### src/rtl/fp_alu_pkg.sv
// Shared constants and types for the FP ALU mantissa datapath.
package fp_alu_pkg;
  localparam int MANT_W = 24;  // mantissa incl. hidden bit, 1.23
  localparam int QUOT_W = 25;  // quotient 1.24, also partial-remainder width
  localparam int CNT_W  = 5;   // iteration counter, counts QUOT_W-1 .. 0

  typedef enum logic [1:0] {IDLE, DIVIDE, DONE} div_state_t;
endpackage

### src/rtl/mantissa_div_step.sv
// One restoring-division iteration: conditional subtract, then shift left.
module mantissa_div_step
  import fp_alu_pkg::*;
(
  input  logic [QUOT_W-1:0] i_r,
  input  logic [MANT_W-1:0] i_d,
  output logic              o_qbit,
  output logic [QUOT_W-1:0] o_r
);
  logic [QUOT_W-1:0] w_d_ext;
  logic [QUOT_W-1:0] w_diff;

  // R < 2D holds, so after subtraction R < D < 2^24 and the shift cannot overflow.
  always_comb begin
    w_d_ext = {1'b0, i_d};
    o_qbit  = (i_r >= w_d_ext);
    w_diff  = o_qbit ? (i_r - w_d_ext) : i_r;
    o_r     = w_diff << 1;
  end
endmodule

### src/rtl/mantissa_divider_24bit.sv
// Iterative radix-2 restoring divider: Q = floor(A*2^24/B), one bit per cycle.
module mantissa_divider_24bit
  import fp_alu_pkg::*;
(
  input  logic              clk,
  input  logic              rst,
  input  logic              valid_data_in,
  input  logic [MANT_W-1:0] dividend,
  input  logic [MANT_W-1:0] divisor,
  output logic              ready,
  output logic [QUOT_W-1:0] quotient,
  output logic              sticky,
  output logic              div_by_zero,
  output logic              valid_data_out
);
  div_state_t        r_state, w_state_nxt;
  logic [QUOT_W-1:0] r_r;
  logic [MANT_W-1:0] r_d;
  logic [QUOT_W-1:0] r_q;
  logic [CNT_W-1:0]  r_cnt;
  logic [QUOT_W-1:0] r_quot;
  logic              r_sticky;
  logic              r_dbz;

  logic              w_qbit;
  logic [QUOT_W-1:0] w_r_nxt;
  logic [QUOT_W-1:0] w_q_upd;
  logic              w_b_zero;

  mantissa_div_step u_step (
    .i_r    (r_r),
    .i_d    (r_d),
    .o_qbit (w_qbit),
    .o_r    (w_r_nxt)
  );

  // Quotient with this iteration's bit inserted at position r_cnt.
  always_comb begin
    w_q_upd  = r_q | ({{(QUOT_W-1){1'b0}}, w_qbit} << r_cnt);
    w_b_zero = (divisor == '0);
  end

  // State register.
  always_ff @(posedge clk or posedge rst) begin
    if (rst) r_state <= IDLE;
    else     r_state <= w_state_nxt;
  end

  // Next state and handshake outputs.
  always_comb begin
    w_state_nxt    = r_state;
    ready          = 1'b0;
    valid_data_out = 1'b0;
    case (r_state)
      IDLE: begin
        ready = 1'b1;
        if (valid_data_in) w_state_nxt = w_b_zero ? DONE : DIVIDE;
      end
      DIVIDE: if (r_cnt == '0) w_state_nxt = DONE;
      DONE: begin
        valid_data_out = 1'b1;
        w_state_nxt    = IDLE;
      end
      default: w_state_nxt = IDLE;
    endcase
  end

  // Operand capture, iteration, and result registers (results hold until next DONE).
  always_ff @(posedge clk or posedge rst) begin
    if (rst) begin
      r_r      <= '0;
      r_d      <= '0;
      r_q      <= '0;
      r_cnt    <= '0;
      r_quot   <= '0;
      r_sticky <= 1'b0;
      r_dbz    <= 1'b0;
    end else begin
      case (r_state)
        IDLE: if (valid_data_in) begin
          if (w_b_zero) begin
            r_quot   <= '1;
            r_sticky <= 1'b0;
            r_dbz    <= 1'b1;
          end else begin
            r_r   <= {1'b0, dividend};
            r_d   <= divisor;
            r_q   <= '0;
            r_cnt <= CNT_W'(QUOT_W - 1);
          end
        end
        DIVIDE: begin
          r_r <= w_r_nxt;
          r_q <= w_q_upd;
          if (r_cnt == '0) begin
            r_quot   <= w_q_upd;
            r_sticky <= |w_r_nxt;
            r_dbz    <= 1'b0;
          end else begin
            r_cnt <= r_cnt - 1'b1;
          end
        end
        default: ;
      endcase
    end
  end

  assign quotient    = r_quot;
  assign sticky      = r_sticky;
  assign div_by_zero = r_dbz;
endmodule
### config.mk
export PLATFORM = sky130hd
export DESIGN_NAME = mantissa_divider_24bit
export DESIGN_NICKNAME = d
export VERILOG_FILES = /design/src/rtl/fp_alu_pkg.sv /design/src/rtl/mantissa_div_step.sv /design/src/rtl/mantissa_divider_24bit.sv
export SDC_FILE = /design/constraint.sdc
export NUM_CORES = 1
export LEC_CHECK = 0
export ABC_AREA = 1
export CAP_MARGIN = 20
export CORE_MARGIN = 2
export CORE_UTILIZATION = 50
export CTS_BUF_LIST = sky130_fd_sc_hd__clkbuf_8
export CTS_CLUSTER_DIAMETER = 50
export DETAILED_ROUTE_END_ITERATION = 10
export PLACE_DENSITY = 0.79
export SYNTH_ARGS = -nofsm -noshare
export SYNTH_HDL_FRONTEND = slang
export SYNTH_SLANG_ARGS = --single-unit
### constraint.sdc
create_clock -name clk -period 3.58 [get_ports clk]
set_input_delay 0.537 -clock clk [delete_from_list [all_inputs] [get_ports clk]]
set_output_delay 0.537 -clock clk [all_outputs]
set_load 0.01 [all_outputs]
# [Word level (Yosys, flattened, before mapping)]
# Cells that the tools add are included.
[op_classes] n_addsub=2 n_lt_le_gt_ge=1 n_eq_ne=7 shift=1 n_mux=29 bitwise=2 reduce_logical=10
[ops] cell="25-bit 2-to-1 mux" count=7
[ops] cell="25-bit one-hot mux with 2 select lines" count=3
[ops] cell="25-bit by 24-bit greater-or-equal comparator with 1-bit output" count=1
[ops] cell="25-bit bitwise OR" count=1
[ops] cell="1-bit by 5-bit << shifter with 25-bit output" count=1
[ops] cell="24-bit logical NOT" count=1
[ops] cell="24-bit 2-to-1 mux" count=1
[ops] cell="24-bit OR reduction" count=1
[ops] cell="24-bit subtractor" count=1
[ops] cell="5-bit 2-to-1 mux" count=3
[ops] cell="2-bit != test, second input constant" count=5
[ops] cell="5-bit one-hot mux with 2 select lines" count=1
[ops] cell="1-bit 2-to-1 mux" count=8
[ops] cell="4-bit AND reduction" count=2
[ops] cell="2-bit 2-to-1 mux" count=3
[ops] cell="3-bit AND reduction" count=2
[ops] cell="5-bit logical NOT" count=1
[ops] cell="5-bit by 1-bit subtractor with 5-bit output, second input constant" count=1
[ops] cell="1-bit one-hot mux with 2 select lines" count=2
[ops] cell="2-bit one-hot mux with 2 select lines" count=1
[ops] cell="2-bit by 1-bit equality test with 1-bit output, second input constant" count=1
[ops] cell="2-bit equality test, second input constant" count=1
[ops] cell="2-bit logical NOT" count=1
[ops] cell="2-bit AND reduction" count=1
[ops] cell="2 further kinds" count=2
[totals] register_bits=108 input_bits=51 output_inout_bits=29 word_cells=60

# [Longest topological paths before layout]
# Gate-level depths: netlist of run 1.
[logic_depth] ltp_word=5 depth_mapped=20 ltp_nobuf=20

# [Cells and area by module]
# Synthesis of run 1 repeated with hierarchy kept, for this count alone.
[unflattened] hier_cells=1202 area_unflattened_um2=7622.3
[by_module_without_submodules] module="mantissa_divider_24bit" instances=1 cells_each=718 area_per_inst_um2=5276.3 seq_area_each_um2=2702.6
[by_module_without_submodules] module="mantissa_div_step" instances=1 cells_each=484 area_per_inst_um2=2346.0 seq_area_each_um2=0.0

# [Least setup slack after synthesis of run 1]
# Ideal clock, no wire load.
[synth_path] kind="register -> register" from="reg r_r[0]" to="reg r_sticky (netlist: sticky)" setup_ns=0.117 t_arrival_ns=2.134 t_required_ns=3.463 slack_ns=1.329 stages_incl_launch_ff=21 n_path_buf=0 period_less_slack_ns=2.251 cell_sequence="dfrtp_1 -> inv_1 -> ha_1 -> inv_1 -> fa_1 -> nand3_1 -> nand3_1 -> nand2_1 -> nand2_1 -> nand2_1 -> nand2_1 -> nand2_1 -> nand2_1 -> nand2_1 -> o21ai_0 -> nor2_1 -> nand2_1 -> nor2_1 -> nand3_1 -> nand2_1 -> nand2_1"
[synth_via] elab_chain_len=5 word_cells_on_any_way=6 cone_classes="add/sub: 1; order compare: 1; mux: 3; reduce/logical: 1"
[synth_lines] item="start, declared" line="mantissa_divider_24bit.sv:17" rtl="logic [QUOT_W-1:0] r_r;"
[synth_lines] item="start signal, assigned" line="mantissa_divider_24bit.sv:86" rtl="r_r <= {1'b0, dividend};"
[synth_lines] item="start signal, assigned" line="mantissa_divider_24bit.sv:93" rtl="r_r <= w_r_nxt;"
[synth_lines] item="24-bit subtractor / 25-bit by 24-bit greater-or-equal comparator with 1-bit output (equally long branches)" line="mantissa_div_step.sv:17, mantissa_div_step.sv:16"
[synth_lines] item="24-bit 2-to-1 mux *" line="mantissa_div_step.sv:17" rtl="w_diff = o_qbit ? (i_r - w_d_ext) : i_r;"
[synth_lines] item="24-bit OR reduction *" line="mantissa_divider_24bit.sv:97" rtl="r_sticky <= |w_r_nxt;"
[synth_lines] item="1-bit 2-to-1 mux *" line="mantissa_divider_24bit.sv:95" rtl="if (r_cnt == '0) begin"
[synth_lines] item="1-bit one-hot mux with 2 select lines *" line="mantissa_divider_24bit.sv:79" rtl="case (r_state)"
[synth_lines] item="end signal, assigned" line="mantissa_divider_24bit.sv:97"
[synth_lines] item="end, declared" line="mantissa_divider_24bit.sv:22" rtl="logic r_sticky;"
# Mark *: on every way between the ends. The rest lies on a longest branch, timed or not. The select of a mux whose other input is x is not followed.
# A chain may end at the register's enable or synchronous reset.

# [Worst setup path after layout of run 1]
[layout_path] from="reg r_r[11]" to="reg r_sticky (netlist: sticky)"
# Same word-level chain as after synthesis.

==> metrics.md, run 1 <==
| Metric | Value |
|---|---|
| Worst R2R End | sticky |
| Area leader, netlist | dfrtp_1 |
| Overflow after GRT | 0 |
| Final Hold Vio Count | 0 |
| Worst Setup Slack, final | 0.578 ns |
| All-layer global routing usage | 0.257 |
| Pre-CTS setup slack | 0.543 ns |
| Main synth FF type | dfrtp_1 |
| 1st-iter DRT viols | 443 |
| HP Class | reg -> reg |
| Area Growth Syn to Fin | 17.2% |
| Row count | 43 |
| DRT antenna net count | 0 |
| Post-Synthesis Cells | 993 |
| Switch share | 0.516 |
| Setup crit start | r_r[11] |
| Async S/R FF share, synth | 1.00 |
| Max Buffers Root-to-Sink | 2 |
| Yosys warns | 0 |
| GPL Wtd Cong | 0.949 |
| Pwr/cell area | 1110 nW/um^2 |
| DR WL/cell | 14.2 um |
| Setup TNS | 0 ns |
| Starting Density | 0.506 |
| Clk pwr share | 0.099 |
| Vias in the first global route | 6287 |
| I/O Buffers | 79 |
| Seq pwr share | 0.240 |
| Seq/Total Area, Yosys | 0.390 |
| Fill cells | 1304 |
| Mean post-synth cell area | 6.98 sq um |
| Top-count cell post-synth | nand2_1 |
| Setup violators final | 0 |
| Yosys cell types | 40 |
| Remaining design rule violation count | 0 |
| Startpoint class of the critical path | flop |
| Arr. time, crit path | 3.30 ns |
| Seq cells post-synth | 108 |
| Die H | 122 um |
| Core area | 13700 sq um |
| Slew Viols, Final | 0 |
| Post-CTS sizing | 0 |
| Final min period | 3.00 ns |
| Crit. End Element | flop |
| Clock Sink Count | 108 |
| Number of max-cap violations | 0 |
| Hpwl dp | 13400 um |
| WP data required | 3.88 ns |
| Peak supply drop | 0.518 mV |
| Fin nets | 1138 |
| Final Skew | 0.0152 ns |
| CTS tree | built |
| Hold_buf cts | 0 |
| Pleak | 4.30 nW |
| Synthesized Nets | 1071 |
| Setup bufs post-CTS | 0 |
| Clock Latency Late Sink | 0.40 ns |
| Clock Pin Slew Worst Setup and Hold Paths | 0.11 ns |
| Ranking of synthesized cells by area | dfrtp_1 (39%), nand2_1 (19%), inv_1 (8.9%), ha_1 (4.7%), o21ai_0 (2.9%) |
| Slew headroom | 0.536 |
| Routed Wire Length | 17700 um |
| TritonRoute pass-1 iters | 5 |
| Critical Path Sink | sticky |
| Die ar. | 14800 sq um |
| Crit-path max FO | 37 |
| R2R Path Start | r_r[11] |
| Largest net degree at the start of global routing | 73 |
| Status | completed |
| H-Tree Depth | 3 |
| IO Pins | 80 |
| Unrepaired setup endpoints after global routing | no |
| Num CTS Buffers | 9 |
| Worst Max-Slew Pin Slew | 0.689 ns |
| Peak Freq | 333 MHz |
| R2R Setup Slk | 0.58 ns |
| Share of layout cells above drive strength 1 | 0.0657 |
| Commonest cells post-synth | nand2_1 (345), inv_1 (164), dfrtp_1 (108) |
| WS Path Type | reg -> reg |
| Syn Std Cell Area | 6940 sq um |
| DR vias | 6454 |
| Initial antenna violation count | 0 |
| Die X | 122 um |
| Post-synth top area share | 0.390 |
| Clk root buf | clkbuf_8 |
| Switch Pwr | 4.64 mW |
| Hold_sp | r_q[20] |
| Crit share post-route | 0.839 |
| EDFF count, synth | 0 |
| First-pass GRT wire length | 29900 um |
| Pint | 4.35 mW |
| Combinational share of power | 0.661 |
| Vias per inst | 5.18 |
| Register-to-Register Path Depth | 17 |
| N_diodes | 0 |
[sequential cells by signal (all words and copies together), names as in the netlist]
| register | count |
|---|---|
| div_by_zero | 1 |
| quotient | 25 |
| r_cnt | 5 |
| r_d | 24 |
| r_q | 25 |
| r_r | 25 |
| r_state | 2 |
| sticky | 1 |
[how the worst min path moves through the flow]
stage          cells after the start  slack, ns       to
3_3_place_gp                       2       0.45  r_q[20]
4_1_cts                            2       0.48  r_q[20]
6_report                           2       0.49  r_q[20]
5_1_grt                            2       0.51  r_q[20]
3_5_place_dp                       2       0.46  r_q[20]
2_1_floorplan                      2       0.44  r_q[20]
[metrics by stage]
stage / instances / area [sq um] / util / hold slack (ns) / total power, mW
finish: 1245 / 8130 / 0.592 / 0.487 / 8.99
global route: 1245 / 8130 / 0.592 / 0.507 / 10.0
CTS: 1244 / 8110 / 0.591 / 0.484 / 8.97
detailed placement: 1228 / 7870 / 0.574 / 0.456 / 8.04
global placement: 1228 / 7870 / 0.574 / 0.452 / 7.92
floorplan: 993 / 6940 / - / 0.440 / 6.56
[layout make-up]
class                           instances  area, sq um  area share
Clock buffer                           11          151      0.0186
Clock inverter                          5         86.3      0.0106
Inverter                              179          674      0.0830
Multi-Input combinational cell        677         3410       0.420
Sequential cell                       108         2700       0.333
Tap cell                              180          225      0.0277
Timing Repair Buffer                   85          873       0.107
[critical path, stage by stage (launching register included)]
cell and delay [ns]:
dfrtp_1 0.44, ha_1 0.38, nand2_1 0.17, inv_2 0.04, nand2_1 0.06, nand2_1 0.08
nand2_1 0.07, nand2_1 0.07, nand2_2 0.26, nand3_4 0.42, nand2_1 0.15, o21ai_0 0.11
nor2_1 0.14, nand2_1 0.08, nor2_1 0.18, nand3_1 0.12, nand2_1 0.07, nand2_1 0.05
[logic make-up (layout without fill, tap and decap cells)]
| family | after synthesis | after routing | share of synthesized area |
|---|---|---|---|
| DFF | 108 | 108 | 0.390 |
| buffers and inverters | 208 | 280 | 0.118 |
| and+or+nand+nor | 494 | 494 | 0.307 |
| AOI/OAI and AO/OA | 145 | 145 | 0.122 |
| xor gates and xnor gates | 11 | 11 | 0.0139 |
| adders and majority gates | 27 | 27 | 0.0498 |
[layout by cell type (no fill, tap or decap), types with 9 or more instances in the layout]
cell and instances:
a21oi_1 28, a22oi_1 22, clkbuf_8 11, clkdlybuf4s50_1 79, dfrtp_1 108, ha_1 26, inv_1 163, inv_2 13
nand2_1 345, nand3_1 37, nand4_1 23, nor2_1 48, nor2_2 9, o21ai_0 40, o21ai_1 26, o22ai_1 14
xor2_1 11
[metal layers]
| layer | up-vias | part of all wire | track usage |
|---|---|---|---|
| met1 | 2980 | 0.45 | 0.342 |
| li1 | 3263 | - | - |
| met4 | 0 | 0.024 | 0.0891 |
| met3 | 26 | 0.062 | 0.0356 |
| met2 | 185 | 0.47 | 0.430 |
| met5 | - | 0 | 0 |
[power by group through the flow]
stage	registers, mW	clock network [mW]	logic, mW
2_1_floorplan	2.12	0	4.44
3_3_place_gp	2.16	0	5.76
3_5_place_dp	2.17	0	5.87
4_1_cts	2.16	0.909	5.91
5_1_grt	2.22	0.956	6.83
6_report	2.16	0.890	5.94
Note: power is estimated with default switching activity, not from simulation.
==> run 2, diff against run 1 <==
==> constraint.sdc (replaced) <==
create_clock -name clk -period 2.6 [get_ports clk]
set_input_delay 0.39 -clock clk [delete_from_list [all_inputs] [get_ports clk]]
set_output_delay 0.39 -clock clk [all_outputs]
set_load 0.01 [all_outputs]
==> metrics.md, run 2 (same netlist as run 1, synthesis figures left out) <==
| Metric | Value |
|---|---|
| Die X | 122 um (unchanged) |
| Vias per inst | 5.17 (-0.32%) |
| Startpoint class of the critical path | flop |
| Starting Density | 0.506 (unchanged) |
| Crit. End Element | flop |
| WS Path Type | reg -> reg |
| GPL Wtd Cong | 0.993 (+4.7%) |
| Setup TNS | 0 ns (unchanged) |
| Placed Instance Area | 8150 sq um (+3.5%) |
| All-layer global routing usage | 0.263 (+0.00598) |
| Row count | 43 (unchanged) |
| Die ar. | 14800 sq um (unchanged) |
| Final Hold Vio Count | 0 (unchanged) |
| Switch share | 0.507 (-0.00890) |
| R2R Setup Slk | 0.11 ns (-0.47 ns) |
| H-Tree Depth | 3 (unchanged) |
| Pwr/cell area | 1560 nW/um^2 (+41%) |
| Number of max-cap violations | 0 (unchanged) |
| Peak supply drop | 0.694 mV (+34%) |
| Worst Setup Slack, final | 0.111 ns (-0.467 ns) |
| Worst Max-Slew Pin Slew | 0.587 ns (-0.102 ns) |
| N_diodes | 0 (unchanged) |
| Share of layout cells above drive strength 1 | 0.155 (+0.0891) |
| Remaining design rule violation count | 0 (unchanged) |
| HP Class | in -> async |
| Slew Viols, Final | 0 (unchanged) |
| Setup violators final | 0 (unchanged) |
| Overflow after GRT | 0 (unchanged) |
| Worst R2R End | sticky |
| Crit-path max FO | 5 (-86%) |
| Utilization after layout | 0.636 (+0.0439) |
| Clk root buf | clkbuf_8 |
| R2R Path Start | r_r[15] |
| Initial antenna violation count | 0 (unchanged) |
| Register-to-Register Path Depth | 17 (unchanged) |
| Hpwl dp | 13800 um (+3.6%) |
| 1st-iter DRT viols | 379 (-14%) |
| Peak Freq | 402 MHz (+21%) |
| Pre-CTS setup slack | -0.150 ns (-0.693 ns) |
| Pint | 6.72 mW (+55%) |
| WP data required | 2.90 ns (-0.98 ns) |
| Fin nets | 1172 (+3.0%) |
| Die H | 122 um (unchanged) |
| Area Growth Syn to Fin | 25.9% |
| Status | completed |
| Max Buffers Root-to-Sink | 2 (unchanged) |
| Num CTS Buffers | 9 (unchanged) |
| Power, Total | 13.6 mW (+52%) |
| First-pass GRT wire length | 30600 um (+2.2%) |
| IO Pins | 80 (unchanged) |
| DR WL/cell | 14.7 um (+3.4%) |
| Routed Wire Length | 18800 um (+6.1%) |
| Final Skew | 0.0151 ns (-0.0000256 ns) |
| Crit share post-route | 0.957 (+0.119) |
| DRT antenna net count | 0 (unchanged) |
| Slew headroom | 0.609 (+0.0724) |
| I/O Buffers | 79 (unchanged) |
| Commonest non-fill, non-tap cell in the layout | nand2_1 |
| CTS tree | built |
| Clock Sink Count | 108 (unchanged) |
| TritonRoute pass-1 iters | 6 (+1) |
| Worst hold margin | 0.491 ns (+0.00399 ns) |
| Non-Filler Instances | 1278 (+2.7%) |
| Fill cells | 1221 (-6.4%) |
| Largest net degree at the start of global routing | 109 (+49%) |
| Core area | 13700 sq um (unchanged) |
| Pleak | 4.44 nW (+3.2%) |
| Final min period | 2.49 ns (-0.513 ns) |
| Switch Pwr | 6.92 mW (+49%) |
| Combinational share of power | 0.710 (+0.049) |
| Clock Latency Late Sink | 0.39 ns (about the same) |
| Design area | 8730 sq um (+7.4%) |
| Clock Pin Slew Worst Setup and Hold Paths | 0.11 ns (about the same) |
| Most frequent cells in the layout | nand2_1 (329), inv_1 (157), dfrtp_1 (100) |
| Arr. time, crit path | 2.79 ns (-0.51 ns) |
| Clk pwr share | 0.069 (-0.030) |
| Vias in the first global route | 6478 (+3.0%) |
| Placed Instances | 1258 (+2.4%) |
| DR vias | 6604 (+2.3%) |
| Seq pwr share | 0.221 (-0.019) |
-- run 2: cell types whose count changed in the layout (fill, tap and decap cells not counted), moves of 9 or more --
cell,delta
nand2_2,+16
ha_4,+20
ha_1,-21
buf_4,+31
nor2_1,-9
nand2_1,-16
-- run 2: power groups by stage --
stage	Clock (mW)	Combinational, mW	Sequential (mW)
2_1_floorplan	0	6.11	2.92
3_3_place_gp	0	8.50	2.91
3_5_place_dp	0	8.59	2.93
4_1_cts	0.965	8.71	2.91
5_1_grt	1.03	10.9	3.09
6_report	0.946	9.69	3.01
-- run 2: final cells by class --
class / count / area (sq um) / area share
multi-input cells: 677 / 3790 / 0.434
clock buffers: 9 / 124 / 0.0142
well taps: 180 / 225 / 0.0258
inverters: 179 / 676 / 0.0774
repair buffers: 119 / 1170 / 0.134
flip-flops and latches: 108 / 2710 / 0.311
clock inverters: 6 / 40.0 / 0.00459
-- run 2: what timing repair did --
action	CTS	global route
gates resized for setup	6	72
hold buffers	0	0
setup endpoints to repair	1	7
setup buffers	0	5
pin swaps	0	18
-- run 2: worst max-delay path, cell delays in order (launching register included) --
cell     delay (ns)
dfrtp_2        0.45
ha_4           0.30
nand2_1        0.10
inv_2          0.07
nand2_1        0.07
buf_4          0.15
nor2_2         0.12
nand4_1        0.20
nand3_1        0.14
nand2_1        0.05
nand3_1        0.12
nand2_1        0.08
nor2_1         0.09
nand2_1        0.09
nor2_2         0.17
nand3_1        0.10
nand2_1        0.06
nand2_1        0.04
-- run 2: layer usage --
metal	vias up	track usage	wire length, um
met4	0	0.0884	537
li1	3336	-	-
met3	36	0.0482	920
met1	3057	0.346	8340
met5	-	0	0
met2	175	0.438	9020
-- run 2: worst max-delay path by stage --
stage	endpoint	from	depth (start not counted)	slack [ns]
after floorplan	sticky	r_r[0]	20	0.35
after global routing	sticky	r_d[14]	20	-0.11
after CTS	sticky	r_r[20]	19	0.0002
after detailed placement	sticky	r_r[0]	20	-0.15
after global placement	r_r[10]	divisor[20]	10	-0.09
final	sticky	r_r[15]	17	0.11
==> run 3, diff against run 2 <==
--- a/config.mk
+++ b/config.mk
@@ -12,6 +12,7 @@
 export CTS_BUF_LIST = sky130_fd_sc_hd__clkbuf_8
 export CTS_CLUSTER_DIAMETER = 50
 export DETAILED_ROUTE_END_ITERATION = 10
+export GPL_ROUTABILITY_DRIVEN = 0
 export PLACE_DENSITY = 0.79
 export SYNTH_ARGS = -nofsm -noshare
 export SYNTH_HDL_FRONTEND = slang
==> metrics.md, run 3 (same netlist as run 1, synthesis figures left out) <==
| Metric | Value |
|---|---|
| DRT antenna net count | 0 (unchanged) |
| Fill cells | 1228 (+0.57%) |
| Crit. End Element | flop |
| Clock Latency Late Sink | 0.41 ns (+0.02 ns) |
| TritonRoute pass-1 iters | 7 (+1) |
| Pre-CTS setup slack | -0.212 ns (-0.0613 ns) |
| H-Tree Depth | 3 (unchanged) |
| Clock Pin Slew Worst Setup and Hold Paths | 0.11 ns (about the same) |
| WS Path Type | reg -> reg |
| Crit-path cells | inv_2 > ha_4 > inv_2 > fa_2 > nand3_4 > nand3_4 > buf_4 > nand4_1 > nand4_1 > nand3_1 > nand2_1 > nor2_1 > nand2_1 > nor2_2 > nand3_1 > nand2_1 > nand2_1 |
| Vias in the first global route | 6290 (-2.9%) |
| Overflow after GRT | 0 (unchanged) |
| WP buf/inv | 3 (+1) |
| IO Pins | 80 (unchanged) |
| I/O Buffers | 79 (unchanged) |
| All-layer global routing usage | 0.260 (-0.00226) |
| Most frequent cells in the layout | nand2_1 (336), inv_1 (155), dfrtp_1 (97) |
| Pwr/cell area | 1570 nW/um^2 (+0.46%) |
| Number of max-cap violations | 0 (unchanged) |
| Hpwl dp | 13600 um (-1.6%) |
| Worst Setup Slack, final | 0.103 ns (-0.00750 ns) |
| Crit share post-route | 0.960 (+0.00289) |
| Die ar. | 14800 sq um (unchanged) |
| Final min period | 2.50 ns (+0.00750 ns) |
| Max stage delay cell, worst path | dfrtp_1 |
| Vias per inst | 5.26 (+1.8%) |
| Slew headroom | 0.619 (+0.0107) |
| Initial antenna violation count | 1 (+1) |
| DR WL/cell | 14.7 um (about the same) |
| Pleak | 4.47 nW (+0.76%) |
| CTS tree | built |
| Worst Max-Slew Pin Slew | 0.571 ns (-0.0161 ns) |
| Status | completed |
| Clock Sink Count | 108 (unchanged) |
| Row count | 43 (unchanged) |
| WP data required | 2.90 ns (about the same) |
| Peak Freq | 401 MHz (-0.30%) |
| Largest delay contributor family on the critical path | simple AND/OR/NAND/NOR gates |
| Fin nets | 1175 (+0.26%) |
| Die H | 122 um (unchanged) |
| Arr. time, crit path | 2.80 ns (about the same) |
| Worst path most repeated cell | nand2_1 |
| Setup TNS | 0 ns (unchanged) |
| Final Skew | 0.0119 ns (-0.00325 ns) |
| Starting Density | 0.506 (unchanged) |
| Slew Viols, Final | 0 (unchanged) |
| Core area | 13700 sq um (unchanged) |
| Remaining design rule violation count | 0 (unchanged) |
| Crit-path max FO | 4 (-1) |
| Commonest non-fill, non-tap cell in the layout | nand2_1 |
| Routed Wire Length | 18900 um (+0.33%) |
| Setup violators final | 0 (unchanged) |
| Design area | 8780 sq um (+0.56%) |
| HP Class | in -> async |
| Max incr delay on CP | 0.40 ns (-0.05 ns) |
| Max Buffers Root-to-Sink | 2 (unchanged) |
| Placed Instances | 1253 (-0.40%) |
| Area Growth Syn to Fin | 26.6% |
| Clk root buf | clkbuf_8 |
| Non-Filler Instances | 1282 (+0.31%) |
| Largest net degree at the start of global routing | 109 (unchanged) |
| First-pass GRT wire length | 30200 um (-1.0%) |
| Startpoint class of the critical path | flop |
| 1st-iter DRT viols | 412 (+8.7%) |
| Num CTS Buffers | 9 (unchanged) |
| Placed Instance Area | 8110 sq um (-0.46%) |
| Peak supply drop | 0.718 mV (+3.3%) |
| Final Hold Vio Count | 0 (unchanged) |
| Share of layout cells above drive strength 1 | 0.151 (-0.00419) |
| Die X | 122 um (unchanged) |
| DR vias | 6744 (+2.1%) |
| N_diodes | 0 (unchanged) |
-- run 3: timing repair --
action,in CTS,in global routing
hold buffers,0,0
pin swaps,1,16
setup buffers,0,13
endpoints found under the hold margin,0,0
endpoints found under the setup margin,1,49
gates resized for setup,12,56
-- run 3: worst reg2reg max path: stages (launching register included) --
cell,delay (ns)
dfrtp_1,0.40
inv_2,0.08
ha_4,0.13
inv_2,0.05
fa_2,0.39
nand3_4,0.10
nand3_4,0.10
buf_4,0.14
nand4_1,0.16
nand4_1,0.14
nand3_1,0.12
nand2_1,0.09
nor2_1,0.09
nand2_1,0.06
nor2_2,0.14
nand3_1,0.10
nand2_1,0.06
nand2_1,0.04
-- run 3: per-layer routing --
metal,GRT usage,vias to the layer above,part of all wire
met5,0,-,0.00069
met4,0.109,2,0.034
met3,0.0342,50,0.058
met2,0.427,233,0.47
met1,0.348,3125,0.43
li1,-,3334,-
-- run 3: path summary, 6_finish.rpt --
path	start	endpoint	slack [ns]	cells after the start
min in group clk	r_q[20]	r_q[20]	0.49	2
max in group asynchronous	rst	r_r[17]	1.66	3
hold / removal	rst	quotient[2]	0.48	3
setup / recovery	r_r[0]	sticky	0.10	17
hold reg to reg	r_q[20]	r_q[20]	0.49	2
setup reg to reg	r_r[0]	sticky	0.10	17
-- run 3: through the flow --
stage	util	hold WS [ns]	total power [mW]
after floorplan	-	0.440	9.03
after global placement	0.591	0.459	11.3
after detailed placement	0.591	0.463	11.5
after CTS	0.612	0.489	12.8
after global routing	0.640	0.523	15.1
final	0.640	0.479	13.8
-- run 3: final cells by class --
| cell class | count | area, sq um | share of cell area |
|---|---|---|---|
| clock buffers | 9 | 124 | 0.0141 |
| clock inverters | 7 | 82.6 | 0.00941 |
| inverters | 179 | 676 | 0.0770 |
| multi-input cells | 677 | 3760 | 0.429 |
| flip-flops and latches | 108 | 2720 | 0.309 |
| well taps | 180 | 225 | 0.0257 |
| repair buffers | 122 | 1190 | 0.136 |
-- run 3: power by group --
part	internal, mW	total (mW)	switching, mW
combinational	3.87	9.61	5.74
clock	0.463	1.12	0.655
sequential	2.48	3.06	0.584
total	6.81	13.8	6.98
==> edit: new RTL, config.mk and constraints of run 1 <==
Re-encode `div_state_t` (3 states) as one-hot, 3 bits wide.
--- a/src/rtl/fp_alu_pkg.sv
+++ b/src/rtl/fp_alu_pkg.sv
@@ -6,3 +6,3 @@
 
-  typedef enum logic [1:0] {IDLE, DIVIDE, DONE} div_state_t;
+  typedef enum logic [2:0] {IDLE = 3'b001, DIVIDE = 3'b010, DONE = 3'b100} div_state_t;
 endpackage
Behaviour: same outputs for any inputs over 10 cycles, from zero or initial values and one cycle with rst high; not proved beyond that.
==> edit against run 1 <==
- core utilization is 0.10 points higher
- non-clock buffer count rose by 7
- design area grew 0.57%
- routed wire length is 6.9% higher
- first-iteration DRC count is 16% lower
- cell count is 1.4% higher
- via count increased by 1.2%
- setup slack improved by 140 ps
- count of clock-buffer cells in the layout is 2 lower
- area after synthesis is 0.74% higher
- critical path depth increased by 1
- sequential cell count up 1
- power fell by 4.5%
==> edit: results <==
export IMPL_area_delta_synth_final_pct=17.0
export IMPL_drtIter0Drc=374
export IMPL_grt_pass1_vias=6359
export IMPL_met3WireLength_um=1090
export IMPL_seq_power_share_pct=23.0
export IMPL_seq_power_uw=1970
export IMPL_drive_above_1_share_pct=7.85
export IMPL_grt_pass1_wl_um=31100
export IMPL_grt_total_usage_pct=26.8
export IMPL_syn_nets=1082
export IMPL_synth_distinct_cells=41
export IMPL_path_max_fanout=18
export IMPL_cp_arrival_ps=3150
export IMPL_place_ws_ps=760
export IMPL_place_area_sq_um=7980
export IMPL_p_leak_uw=0.00424
export IMPL_synth_compound_area_share_pct=10.8
export IMPL_dp_hpwl_um=14600
export IMPL_final_nets=1156
export IMPL_status="finished clean"
export IMPL_synth_adder_area_share_pct=4.94
export IMPL_slew_headroom_pct=48.2
export IMPL_drt_wirelength_per_cell_um=15.0
export IMPL_switching_share_pct=52.8
export IMPL_ir_drop_mv=0.422
export IMPL_gp_congestion=0.999
export IMPL_vias=6533
export IMPL_met1_usage_pct=35.5
export IMPL_cts_clk_slew_worst_paths_ps=120
export IMPL_use_met2_pct=43.7
export IMPL_seq_area_frac_synth_pct=39.1
export IMPL_synth_xor_area_share_pct=1.25
export IMPL_dr_wl_met2_um=8790
export IMPL_synthCells=1004
export IMPL_ys_top_cells_by_area="dfrtp_1, nand2_1, inv_1, ha_1, o21ai_0"
export IMPL_fin_worst_skew_ps=14.4
export IMPL_use_met3_pct=4.46
export IMPL_met1Wirelength_um=8470
export IMPL_grt_max_degree=61
export IMPL_comb_power_uw=5850
export IMPL_rr_worst_depth=18
export IMPL_fillers=1354
export IMPL_viasPerCell=5.17
edit: area by class of cell:
cell class                      instances  share of cell area [%]
Multi-Input combinational cell        681                    41.9
Sequential cell                       109                    33.4
Timing Repair Buffer                   92                    11.0
Inverter                              185                    8.53
Tap cell                              180                    2.76
Clock buffer                            9                    1.52
Clock inverter                          7                   0.903
edit: path summary, 6_finish.rpt:
path / start / endpoint / slack [ps]
max: r_r[15]$_DFFE_PP0P_ / sticky$_DFFE_PP0P_ / 720
min: r_d[12]$_DFFE_PP0P_ / r_d[12]$_DFFE_PP0P_ / 500
max reg2reg: r_r[15]$_DFFE_PP0P_ / sticky$_DFFE_PP0P_ / 720
min reg2reg: r_d[12]$_DFFE_PP0P_ / r_d[12]$_DFFE_PP0P_ / 500
max in group asynchronous: rst / r_d[10]$_DFFE_PP0P_ / 2280
min in group asynchronous: rst / quotient[9]$_DFFE_PP0P_ / 550
